--- config.mk ---
export PLATFORM = sky130hd
export DESIGN_NAME = stack_alu
export DESIGN_NICKNAME = d
export VERILOG_FILES = /design/src/rtl/stack_pkg.sv /design/src/rtl/stack_alu_iter_muldiv.sv /design/src/rtl/stack_alu.sv
export SDC_FILE = /design/constraint.sdc
export NUM_CORES = 1
export LEC_CHECK = 0
export ABC_AREA = 1
export BUFFER_PORTS_ARGS = -buffer_cell sky130_fd_sc_hd__buf_2
export CAP_MARGIN = 20
export CORE_ASPECT_RATIO = 1.75
export CORE_UTILIZATION = 50
export DETAILED_ROUTE_END_ITERATION = 10
export HOLD_SLACK_MARGIN = 0.12
export PLACE_DENSITY = 0.68
export SYNTH_ARGS = -nofsm -noshare
export SYNTH_HDL_FRONTEND = slang
export SYNTH_HIERARCHICAL = 1
export SYNTH_SLANG_ARGS = --single-unit
--- constraint.sdc ---
create_clock -name i_clk -period 5.8 [get_ports i_clk]
set_input_delay 0.58 -clock i_clk [delete_from_list [all_inputs] [get_ports i_clk]]
set_output_delay 0.58 -clock i_clk [all_outputs]
set_load 0.02 [all_outputs]
--- src/rtl/stack_pkg.sv ---
// stack_pkg: definitions shared by the CPU data stack and stack_alu.
//   op_e      : ALU opcodes, sampled on i_op with i_start
//   fn_e      : stack function codes driven on o_function / stack i_function
//   alu_state_e : stack_alu sequencer states
//   md_mode_e : operation selector for the iterative multiply/divide unit
package stack_pkg;

    typedef enum logic [3:0] {
        OP_ADD    = 4'd0,
        OP_SUB    = 4'd1,
        OP_AND    = 4'd2,
        OP_OR     = 4'd3,
        OP_XOR    = 4'd4,
        OP_INVERT = 4'd5,
        OP_NEGATE = 4'd6,
        OP_SHL1   = 4'd7,
        OP_SHR1   = 4'd8,
        OP_EQ     = 4'd9,
        OP_LT     = 4'd10,
        OP_ULT    = 4'd11,
        OP_MUL    = 4'd12,
        OP_DIV    = 4'd13,
        OP_MOD    = 4'd14,
        OP_RSVD   = 4'd15
    } op_e;

    typedef enum logic [2:0] {
        FN_NONE        = 3'd0,
        FN_REPLACE_TOP = 3'd1,
        FN_POP2_PUSH1  = 3'd2
    } fn_e;

    typedef enum logic [1:0] {
        ST_IDLE   = 2'd0,
        ST_CALC   = 2'd1,
        ST_RESULT = 2'd2
    } alu_state_e;

    typedef enum logic [1:0] {
        MD_MUL = 2'd0,
        MD_DIV = 2'd1,
        MD_MOD = 2'd2
    } md_mode_e;

endpackage

--- src/rtl/stack_alu_iter_muldiv.sv ---
// iter_muldiv: one-bit-per-cycle multiplier and (optionally) restoring divider.
// Build option: STACK_ALU_DIVIDE_EN builds the divider; without it only MUL.
// Ports:
//   i_clk, i_reset_n : clock, async active-low reset
//   i_load           : latch operands and start WIDTH iterations
//   i_mode           : MD_MUL / MD_DIV / MD_MOD
//   i_a, i_b         : top (A) and next (B) of stack
//   o_last           : the step being taken this cycle is the final one
//   o_result         : value the current step produces (final answer when o_last)
module iter_muldiv
    import stack_pkg::*;
#(
    parameter int WIDTH = 16
) (
    input  logic             i_clk,
    input  logic             i_reset_n,
    input  logic             i_load,
    input  md_mode_e         i_mode,
    input  logic [WIDTH-1:0] i_a,
    input  logic [WIDTH-1:0] i_b,
    output logic             o_last,
    output logic [WIDTH-1:0] o_result
);

    localparam int CW = $clog2(WIDTH + 1);

    logic [CW-1:0]    cnt;
    // sreg: multiplier (MUL) or dividend shifting into quotient (DIV/MOD)
    // acc : partial product or partial remainder
    // opnd: multiplicand (shifted left per step) or divisor (static)
    logic [WIDTH-1:0] sreg, acc, opnd;
    logic [WIDTH-1:0] sreg_n, acc_n, opnd_n;

`ifdef STACK_ALU_DIVIDE_EN
    md_mode_e       mode;
    logic [WIDTH:0] rem_sh, trial;

    assign rem_sh = {acc, sreg[WIDTH-1]};
    assign trial  = rem_sh - {1'b0, opnd};
`else
    logic unused_mode;
    assign unused_mode = ^i_mode;
`endif

    always_comb begin
        acc_n  = sreg[0] ? acc + opnd : acc;
        opnd_n = opnd << 1;
        sreg_n = sreg >> 1;
`ifdef STACK_ALU_DIVIDE_EN
        if (mode != MD_MUL) begin
            opnd_n = opnd;
            // Restoring step: keep the shifted remainder when the trial borrows.
            if (trial[WIDTH]) begin
                acc_n  = rem_sh[WIDTH-1:0];
                sreg_n = {sreg[WIDTH-2:0], 1'b0};
            end else begin
                acc_n  = trial[WIDTH-1:0];
                sreg_n = {sreg[WIDTH-2:0], 1'b1};
            end
        end
`endif
    end

`ifdef STACK_ALU_DIVIDE_EN
    assign o_result = (mode == MD_DIV) ? sreg_n : acc_n;
`else
    assign o_result = acc_n;
`endif

    assign o_last = (cnt == CW'(1));

    always_ff @(posedge i_clk or negedge i_reset_n) begin
        if (!i_reset_n) begin
            cnt  <= '0;
            sreg <= '0;
            acc  <= '0;
            opnd <= '0;
`ifdef STACK_ALU_DIVIDE_EN
            mode <= MD_MUL;
`endif
        end else if (i_load) begin
            cnt <= CW'(WIDTH);
            acc <= '0;
`ifdef STACK_ALU_DIVIDE_EN
            mode <= i_mode;
            if (i_mode == MD_MUL) begin
                sreg <= i_a;
                opnd <= i_b;
            end else begin
                sreg <= i_b;
                opnd <= i_a;
            end
`else
            sreg <= i_a;
            opnd <= i_b;
`endif
        end else if (cnt != '0) begin
            cnt  <= cnt - CW'(1);
            acc  <= acc_n;
            sreg <= sreg_n;
            opnd <= opnd_n;
        end
    end

endmodule

--- src/rtl/stack_alu.sv ---
// stack_alu: Forth-style ALU sitting under the CPU data stack.
// Build option: STACK_ALU_DIVIDE_EN enables DIV/MOD (opcodes 13/14); otherwise
// they report an error like the reserved opcode.
// Ports:
//   i_clk, i_reset_n : clock, async active-low reset
//   i_start, i_op    : request and opcode (sampled only when not busy)
//   i_A, i_B         : top / next of stack, latched on accept
//   o_busy, o_done   : iterative op in progress / one-cycle completion
//   o_result         : result to stack write data (held until next done)
//   o_store          : store pulse with o_done
//   o_function       : stack function code while o_store, else FN_NONE
//   o_zero, o_carry, o_error : flags, valid with o_done
module stack_alu
    import stack_pkg::*;
#(
    parameter int WIDTH = 16
) (
    input  logic             i_clk,
    input  logic             i_reset_n,
    input  logic             i_start,
    input  logic [3:0]       i_op,
    input  logic [WIDTH-1:0] i_A,
    input  logic [WIDTH-1:0] i_B,
    output logic             o_busy,
    output logic             o_done,
    output logic [WIDTH-1:0] o_result,
    output logic             o_store,
    output logic [2:0]       o_function,
    output logic             o_zero,
    output logic             o_carry,
    output logic             o_error
);

    alu_state_e       state;
    logic [WIDTH-1:0] sc_result;
    logic             sc_carry, sc_error, sc_store, sc_iter;
    fn_e              sc_fn;
    md_mode_e         sc_mode;
    logic             md_load, md_last;
    logic [WIDTH-1:0] md_result;

    // Decode plus single-cycle datapath; sc_iter marks ops handed to iter_muldiv.
    always_comb begin
        sc_result = '0;
        sc_carry  = 1'b0;
        sc_error  = 1'b0;
        sc_store  = 1'b1;
        sc_iter   = 1'b0;
        sc_fn     = FN_POP2_PUSH1;
        sc_mode   = MD_MUL;
        case (i_op)
            OP_ADD:    {sc_carry, sc_result} = {1'b0, i_B} + {1'b0, i_A};
            OP_SUB:    {sc_carry, sc_result} = {1'b0, i_B} - {1'b0, i_A};
            OP_AND:    sc_result = i_B & i_A;
            OP_OR:     sc_result = i_B | i_A;
            OP_XOR:    sc_result = i_B ^ i_A;
            OP_INVERT: begin sc_result = ~i_A; sc_fn = FN_REPLACE_TOP; end
            OP_NEGATE: begin sc_result = -i_A; sc_fn = FN_REPLACE_TOP; end
            OP_SHL1:   begin sc_result = {i_A[WIDTH-2:0], 1'b0}; sc_fn = FN_REPLACE_TOP; end
            OP_SHR1:   begin sc_result = {i_A[WIDTH-1], i_A[WIDTH-1:1]}; sc_fn = FN_REPLACE_TOP; end
            OP_EQ:     sc_result = {WIDTH{i_B == i_A}};
            OP_LT:     sc_result = {WIDTH{$signed(i_B) < $signed(i_A)}};
            OP_ULT:    sc_result = {WIDTH{i_B < i_A}};
            OP_MUL:    sc_iter = 1'b1;
`ifdef STACK_ALU_DIVIDE_EN
            OP_DIV, OP_MOD: begin
                sc_mode = (i_op == OP_DIV) ? MD_DIV : MD_MOD;
                // Divide by zero short-circuits: no iterations.
                if (i_A == '0) begin
                    sc_result = (i_op == OP_DIV) ? '1 : i_B;
                    sc_error  = 1'b1;
                end else begin
                    sc_iter = 1'b1;
                end
            end
`endif
            default: begin
                sc_error = 1'b1;
                sc_store = 1'b0;
                sc_fn    = FN_NONE;
            end
        endcase
    end

    assign md_load = i_start && (state != ST_CALC) && sc_iter;

    iter_muldiv #(.WIDTH(WIDTH)) u_muldiv (
        .i_clk     (i_clk),
        .i_reset_n (i_reset_n),
        .i_load    (md_load),
        .i_mode    (sc_mode),
        .i_a       (i_A),
        .i_b       (i_B),
        .o_last    (md_last),
        .o_result  (md_result)
    );

    always_ff @(posedge i_clk or negedge i_reset_n) begin
        if (!i_reset_n) begin
            state      <= ST_IDLE;
            o_busy     <= 1'b0;
            o_done     <= 1'b0;
            o_result   <= '0;
            o_store    <= 1'b0;
            o_function <= FN_NONE;
            o_zero     <= 1'b0;
            o_carry    <= 1'b0;
            o_error    <= 1'b0;
        end else begin
            o_done     <= 1'b0;
            o_store    <= 1'b0;
            o_function <= FN_NONE;
            case (state)
                // RESULT accepts a new start just like IDLE (back-to-back ops).
                ST_IDLE, ST_RESULT: begin
                    state <= ST_IDLE;
                    if (i_start) begin
                        if (sc_iter) begin
                            state  <= ST_CALC;
                            o_busy <= 1'b1;
                        end else begin
                            state      <= ST_RESULT;
                            o_done     <= 1'b1;
                            o_store    <= sc_store;
                            o_function <= sc_fn;
                            o_result   <= sc_result;
                            o_zero     <= (sc_result == '0);
                            o_carry    <= sc_carry;
                            o_error    <= sc_error;
                        end
                    end
                end
                ST_CALC: begin
                    if (md_last) begin
                        state      <= ST_RESULT;
                        o_busy     <= 1'b0;
                        o_done     <= 1'b1;
                        o_store    <= 1'b1;
                        o_function <= FN_POP2_PUSH1;
                        o_result   <= md_result;
                        o_zero     <= (md_result == '0);
                        o_carry    <= 1'b0;
                        o_error    <= 1'b0;
                    end
                end
                default: state <= ST_IDLE;
            endcase
        end
    end

endmodule

==> impl_metrics.yaml, run 1 <==
run_status:
  status: "finished, final reports clean"
clocking:
  numClockSinks: 79
  clkTransAtPathRegs_ns: 0.06
  clkLatencyLatePin_ns: 0.34
  cts_buffers: 9
  cts-root-buf: "clkbuf_16"
  clock_path_buffers: 2
  cts_tree: "built"
  cts_resized: 0
  h-tree-depth: 3
  post-cts-setup-buffers: 0
  cts_hold_buf: 1
cells_and_area:
  layout-drive-gt1-share: 0.102
  antenna_cells: 0
  area_delta_synth_final_pct: 7.96
  stdcell_area_sq_um: 9310
  nNetsFinal: 1544
timing:
  fmax_mhz: 311
  rsz0062_at_grt: "false"
  fin_tns_setup_ns: 0
  finalMaxSlewViolations: 0
  post-route-period-util: 0.555
  worst_slew_pin_slew_ns: 1.07
  hold_viol_final: 0
  relSlewSlack: 0.287
  fin_skew_ns: 0.00641
  setup-violations-final: 0
  period_needed_ns: 3.22
setup_path:
  r2r.worst_path.cells: 8
  crit_arrival_ns: 3.48
  worst_r2r_startpoint: "u_muldiv/sreg[0]$_DFFE_PN0P_"
  path_class: "in2reg"
  startpoint: "i_A[7]"
  critPathMaxFanout: 10
  cp.required_ns: 6.07
  worstSetupStartpointType: "input pin"
  worstSetupEndpointType: "flip-flop"
global_route:
  grtUsageMet3: 0.0370
  grt-busiest-layer: "met2"
  antenna_found_initial: 0
  use_met1: 0.392
  grt_pass1_wl_microns: 48600
  grt.total_usage: 0.361
  grt_pass1_vias: 9299
  overflow: 0
  use_met2: 0.637
  grt_max_degree: 71
detailed_routing:
  vias: 9311
  avgViaCountPerCell: 5.60
  initialDrtViolationCount: 625
  wirelength_microns: 31000
  drc_errors: 0
  routedWlPerCell_microns: 18.6
  first_pass_iters: 7
  ant_nets: 0
logic_synthesis:
  ys_warn_count: 6
  async_flop_share: 1.00
  avgSynthCellArea_sq_um: 6.20
  yosys.cell_types.count: 52
  ys_seq_elements: 79
  synth_cells: 1392
  synthFlopType: "dfrtp_1"
  yosysSeqAreaShare: 0.229
  synth-edff-count: 0
  synth_area_sq_um: 8620
  syn-num-nets: 1506
placed_design:
  gp_congestion: 1.05
  dp.final_hpwl_microns: 24900
  port_buffers: 62
  place_area_sq_um: 9000
power:
  power.leakage_nw: 4.94
  peakVddDrop_mv: 0.161
  p_per_area_nw_per_um2: 316
min_path:
  holdPathStages: 2
  hold_path_class: "reg2reg"
  min_from: "o_result[3]$_DFFE_PN0P_"
floorplan:
  die_w_microns: 101
  die_area_sq_um: 17800
  start_util: 0.509
  io-pin-count: 64
  rows: 63
  die_h_microns: 176
  design.core.area_sq_um: 16900
flow_run:
  drv_cap: 0
## kinds of logic (layout without fill, tap and decap cells)
family,after synthesis,in the layout,share of synthesized area
DFF,79,79,0.229
AOI/OAI and AO/OA,175,175,0.122
xor gates and xnor gates,8,8,0.00812
buffers and inverters,223,266,0.109
other,1,1,0.000435
and+or+nand+nor,831,831,0.420
adders and majority gates,75,75,0.111
## metal layers
| layer | vias to the layer above | part of all wire |
|---|---|---|
| li1 | 4536 | - |
| met1 | 4295 | 0.37 |
| met2 | 356 | 0.50 |
| met3 | 124 | 0.045 |
| met4 | 0 | 0.080 |
| met5 | - | 0 |
## final timing paths
path                       slack, ns                          end
hold / removal                  0.48      o_result[3]$_DFFE_PN0P_
hold reg to reg                 0.48      o_result[3]$_DFFE_PN0P_
setup reg to reg                2.98           o_zero$_DFFE_PN0P_
setup / recovery                2.58           o_zero$_DFFE_PN0P_
max in group asynchronous       4.08      o_function[0]$_DFF_PN0_
min in group asynchronous       0.62  u_muldiv/cnt[1]$_DFFE_PN0P_
## registers in the layout, indices dropped and copies added (netlist names)
name	flops
o_result	16
u_muldiv/acc	16
u_muldiv/opnd	16
u_muldiv/sreg	16
u_muldiv/cnt	5
o_function	2
state	2
o_busy	1
o_carry	1
o_done	1
o_error	1
o_store	1
o_zero	1
## cells in the mapped netlist (2+ instances only)
library cell | number | area, sq um
nor3_1 | 30 | 150
fa_1 | 3 | 60.1
nand4_1 | 16 | 100
a21oi_1 | 50 | 250
a211oi_1 | 3 | 22.5
o22ai_1 | 19 | 119
dfrtp_1 | 79 | 1980
nand2_1 | 403 | 1510
nor4_1 | 5 | 31.3
buf_6 | 5 | 56.3
xnor2_1 | 8 | 70.1
o21ai_0 | 58 | 290
o21bai_1 | 2 | 15.0
nor2_2 | 2 | 12.5
a31oi_1 | 6 | 37.5
nor2_1 | 186 | 698
ha_1 | 72 | 901
inv_2 | 8 | 30.0
o22ai_2 | 5 | 62.6
nor2_4 | 5 | 56.3
a21oi_4 | 2 | 32.5
nand3_2 | 2 | 20.0
nand2_2 | 17 | 106
o211ai_1 | 10 | 75.1
nand2_4 | 2 | 22.5
and2_1 | 11 | 68.8
o21ai_1 | 8 | 40.0
inv_1 | 173 | 649
buf_2 | 18 | 90.1
nand3_4 | 2 | 35.0
or2_2 | 8 | 50.1
a21oi_2 | 3 | 26.3
nand3b_1 | 8 | 60.1
buf_4 | 8 | 60.1
clkbuf_1 | 8 | 30.0
o21ai_2 | 3 | 26.3
nand3_1 | 129 | 646
## critical path, cell delays in order
cell and delay (ns):
buf_2 0.21, inv_1 0.16, ha_1 0.63, nand2_1 0.15, nor2_1 0.28, nand3_1 0.21, nand3_1 0.11, nand2_1 0.05
nand3_1 0.11, nand2_1 0.09, nor3_1 0.43, nand2_1 0.10, nor2_1 0.11, nand3_1 0.11, a21oi_2 0.13
## metrics by stage
stage | hold slack (ns) | setup WS, ns | power [mW] | std cells | utilization
2_1_floorplan | 0.284 | 3.27 | 1.96 | 1392 | -
3_3_place_gp | 0.419 | 2.31 | 2.35 | 1644 | 0.531
3_5_place_dp | 0.418 | 2.27 | 2.37 | 1644 | 0.531
4_1_cts | 0.483 | 2.61 | 2.93 | 1661 | 0.549
5_1_grt | 0.518 | 2.44 | 3.18 | 1662 | 0.549
6_report | 0.484 | 2.58 | 2.94 | 1662 | 0.549
## power by group
part | leakage (nW) | internal, mW | switching (mW)
combinational | 3.79 | 0.518 | 0.970
sequential | 1.00 | 0.730 | 0.170
clock | 0.144 | 0.317 | 0.236
total | 4.94 | 1.57 | 1.38
## area by class of cell
type | count | area [sq um]
Fill cell | 1807 | 7640
Multi-Input combinational cell | 1090 | 5710
Sequential cell | 79 | 1980
Inverter | 183 | 689
Timing Repair Buffer | 67 | 353
Tap cell | 227 | 284
Clock buffer | 11 | 253
Clock inverter | 5 | 41.3
## placed cells by master (no fill, tap or decap), types with 3 or more instances in the layout
cell type / count
a211oi_1: 3
fa_1: 3
and2_1: 11
nand2_1: 403
o211ai_1: 10
o21ai_2: 3
o22ai_1: 19
or2_2: 8
o21ai_0: 58
nand2_2: 17
o22ai_2: 5
nor4_1: 4
nand3_1: 129
clkbuf_16: 9
a31oi_1: 6
a21oi_2: 3
nor2_4: 5
ha_1: 72
nor2_1: 186
buf_4: 5
xnor2_1: 8
o21ai_1: 8
buf_2: 61
nand3b_1: 8
dfrtp_1: 79
a21oi_1: 50
nand4_1: 16
inv_1: 173
nor3_1: 30
inv_2: 8
Power figures use the tool's default switching activity.
==> inputs of run 2 (changes only) <==
- clock period: 5.8 -> 3.1 ns (I/O delays scaled with it)
==> run 2 against run 1 <==
  * Power increased by 92%
  * Sequential power up 82%
  * Register-to-register slack worse by 2.7 ns
  * Flip-flop and latch count did not move
  * Clock skew down 0.0016 ns
  * First-iteration DRC count down 1.6%
  * Cell area grew 5.8%
  * Critical endpoint unchanged
==> impl_metrics.yaml, run 2 (synthesis results as in run 1) <==
setup_path:
  worstSetupEndpointType: "flip-flop"
  crit_arrival_ns: 3.10
  r2r_slack_ns: 0.27
  path_class: "reg2reg"
  critPathMaxFanout: 3
  worstSetupStartpointType: "flip-flop"
  cp.required_ns: 3.37
detailed_routing:
  vias: 9613
  first_pass_iters: 5
  routedWlPerCell_microns: 19.3
  ant_nets: 0
  avgViaCountPerCell: 5.54
  wirelength_microns: 33500
  initialDrtViolationCount: 615
  drc_errors: 0
timing:
  finalMaxSlewViolations: 0
  hold_viol_final: 0
  relSlewSlack: 0.330
  fin_tns_setup_ns: 0
  period_needed_ns: 2.83
  fin_skew_ns: 0.00481
  worst_slew_pin_slew_ns: 1.00
  rsz0062_at_grt: "false"
  timing.final.ws_setup_ns: 0.272
  setup-violations-final: 0
  post-route-period-util: 0.912
  fmax_mhz: 354
floorplan:
  design.core.area_sq_um: 16900
  die_area_sq_um: 17800
  io-pin-count: 64
  die_h_microns: 176
  die_w_microns: 101
  rows: 63
  start_util: 0.509
clocking:
  clock_path_buffers: 2
  cts_tree: "built"
  numClockSinks: 79
  cts_hold_buf: 0
  clkLatencyLatePin_ns: 0.34
  clkTransAtPathRegs_ns: 0.06
  h-tree-depth: 3
  post-cts-setup-buffers: 0
  cts-root-buf: "clkbuf_16"
  cts_resized: 0
  cts_buffers: 9
placed_design:
  dp.final_hpwl_microns: 27300
  placedCellCount: 1717
  port_buffers: 62
  gp_congestion: 1.03
  place_ws_ns: 0.00947
power:
  peakVddDrop_mv: 0.428
  p_per_area_nw_per_um2: 574
  p_total_mw: 5.66
  power.leakage_nw: 5.28
global_route:
  grt_max_degree: 80
  grt_pass1_vias: 9619
  grt.total_usage: 0.388
  overflow: 0
  grt_pass1_wl_microns: 51000
  antenna_found_initial: 1
cells_and_area:
  fin_util: 0.581
  nNetsFinal: 1615
  layout-drive-gt1-share: 0.145
  area_delta_synth_final_pct: 14.2
  final_cell_mix: "403 x nand2_1, 186 x nor2_1, 173 x inv_1"
  final_cell_count_no_fill: 1734
  final_common_cell: "nand2_1"
run_status:
  status: "finished, final reports clean"
min_path:
  hold_path_class: "in2async"
flow_run:
  drv_cap: 0
[run 2: changes by cell type in the layout (fill, tap and decap cells not counted), sizes merged]
cell         before  now
clkbuf           11    9
bufinv            0    1
buf              66  138
dlygate4sd3       1    0
diode             0    1
clkinvlp          1    2
[run 2: worst paths after layout]
kind	from	end	cells past startpoint
worst min register to register	o_result[2]$_DFFE_PN0P_	o_result[2]$_DFFE_PN0P_	2
worst min-delay path	i_reset_n	u_muldiv/cnt[1]$_DFFE_PN0P_	1
max in group asynchronous	i_reset_n	o_store$_DFF_PN0_	1
worst max-delay path	u_muldiv/acc[0]$_DFFE_PN0P_	o_zero$_DFFE_PN0P_	13
min in group i_clk	i_B[0]	u_muldiv/opnd[0]$_DFFE_PN0P_	3
worst max register to register	u_muldiv/acc[0]$_DFFE_PN0P_	o_zero$_DFFE_PN0P_	13
[run 2: through the flow]
stage | hold slack (ns) | area, sq um
2_1_floorplan | 0.0144 | 8620
3_3_place_gp | 0.465 | 9550
3_5_place_dp | 0.465 | 9550
4_1_cts | 0.163 | 9850
5_1_grt | 0.198 | 9850
6_report | 0.110 | 9850
[run 2: power breakdown]
group | switching [mW] | total [mW] | internal (mW)
clock | 0.437 | 1.06 | 0.625
combinational | 1.90 | 2.96 | 1.06
sequential | 0.272 | 1.64 | 1.37
total | 2.60 | 5.66 | 3.05
[run 2: metal layers]
layer / share of wire / global-route usage
met2: 0.50 / 0.665
met3: 0.046 / 0.0454
met1: 0.36 / 0.405
met5: 0 / 0
met4: 0.099 / 0.353
[run 2: area by class of cell]
class                      instances  area (sq um)
antenna                            1          2.50
clock buffer                       9           225
clock inverter                     7          72.6
fill                            1765          7100
inverter                         183           689
multi-input combinational       1090          5710
sequential                        79          1980
tap                              227           284
timing repair buffer             138           883
[run 2: critical path, stage by stage (launching register included)]
cell and delay [ns]:
dfrtp_1 0.39, ha_1 0.23, fa_1 0.42, nand3_1 0.09
nand2_1 0.18, xnor2_1 0.20, nand2_1 0.06, o21ai_0 0.10
inv_1 0.09, nor4_1 0.31, nand2_1 0.20, nor3_1 0.18
a31oi_1 0.14, a21oi_2 0.18
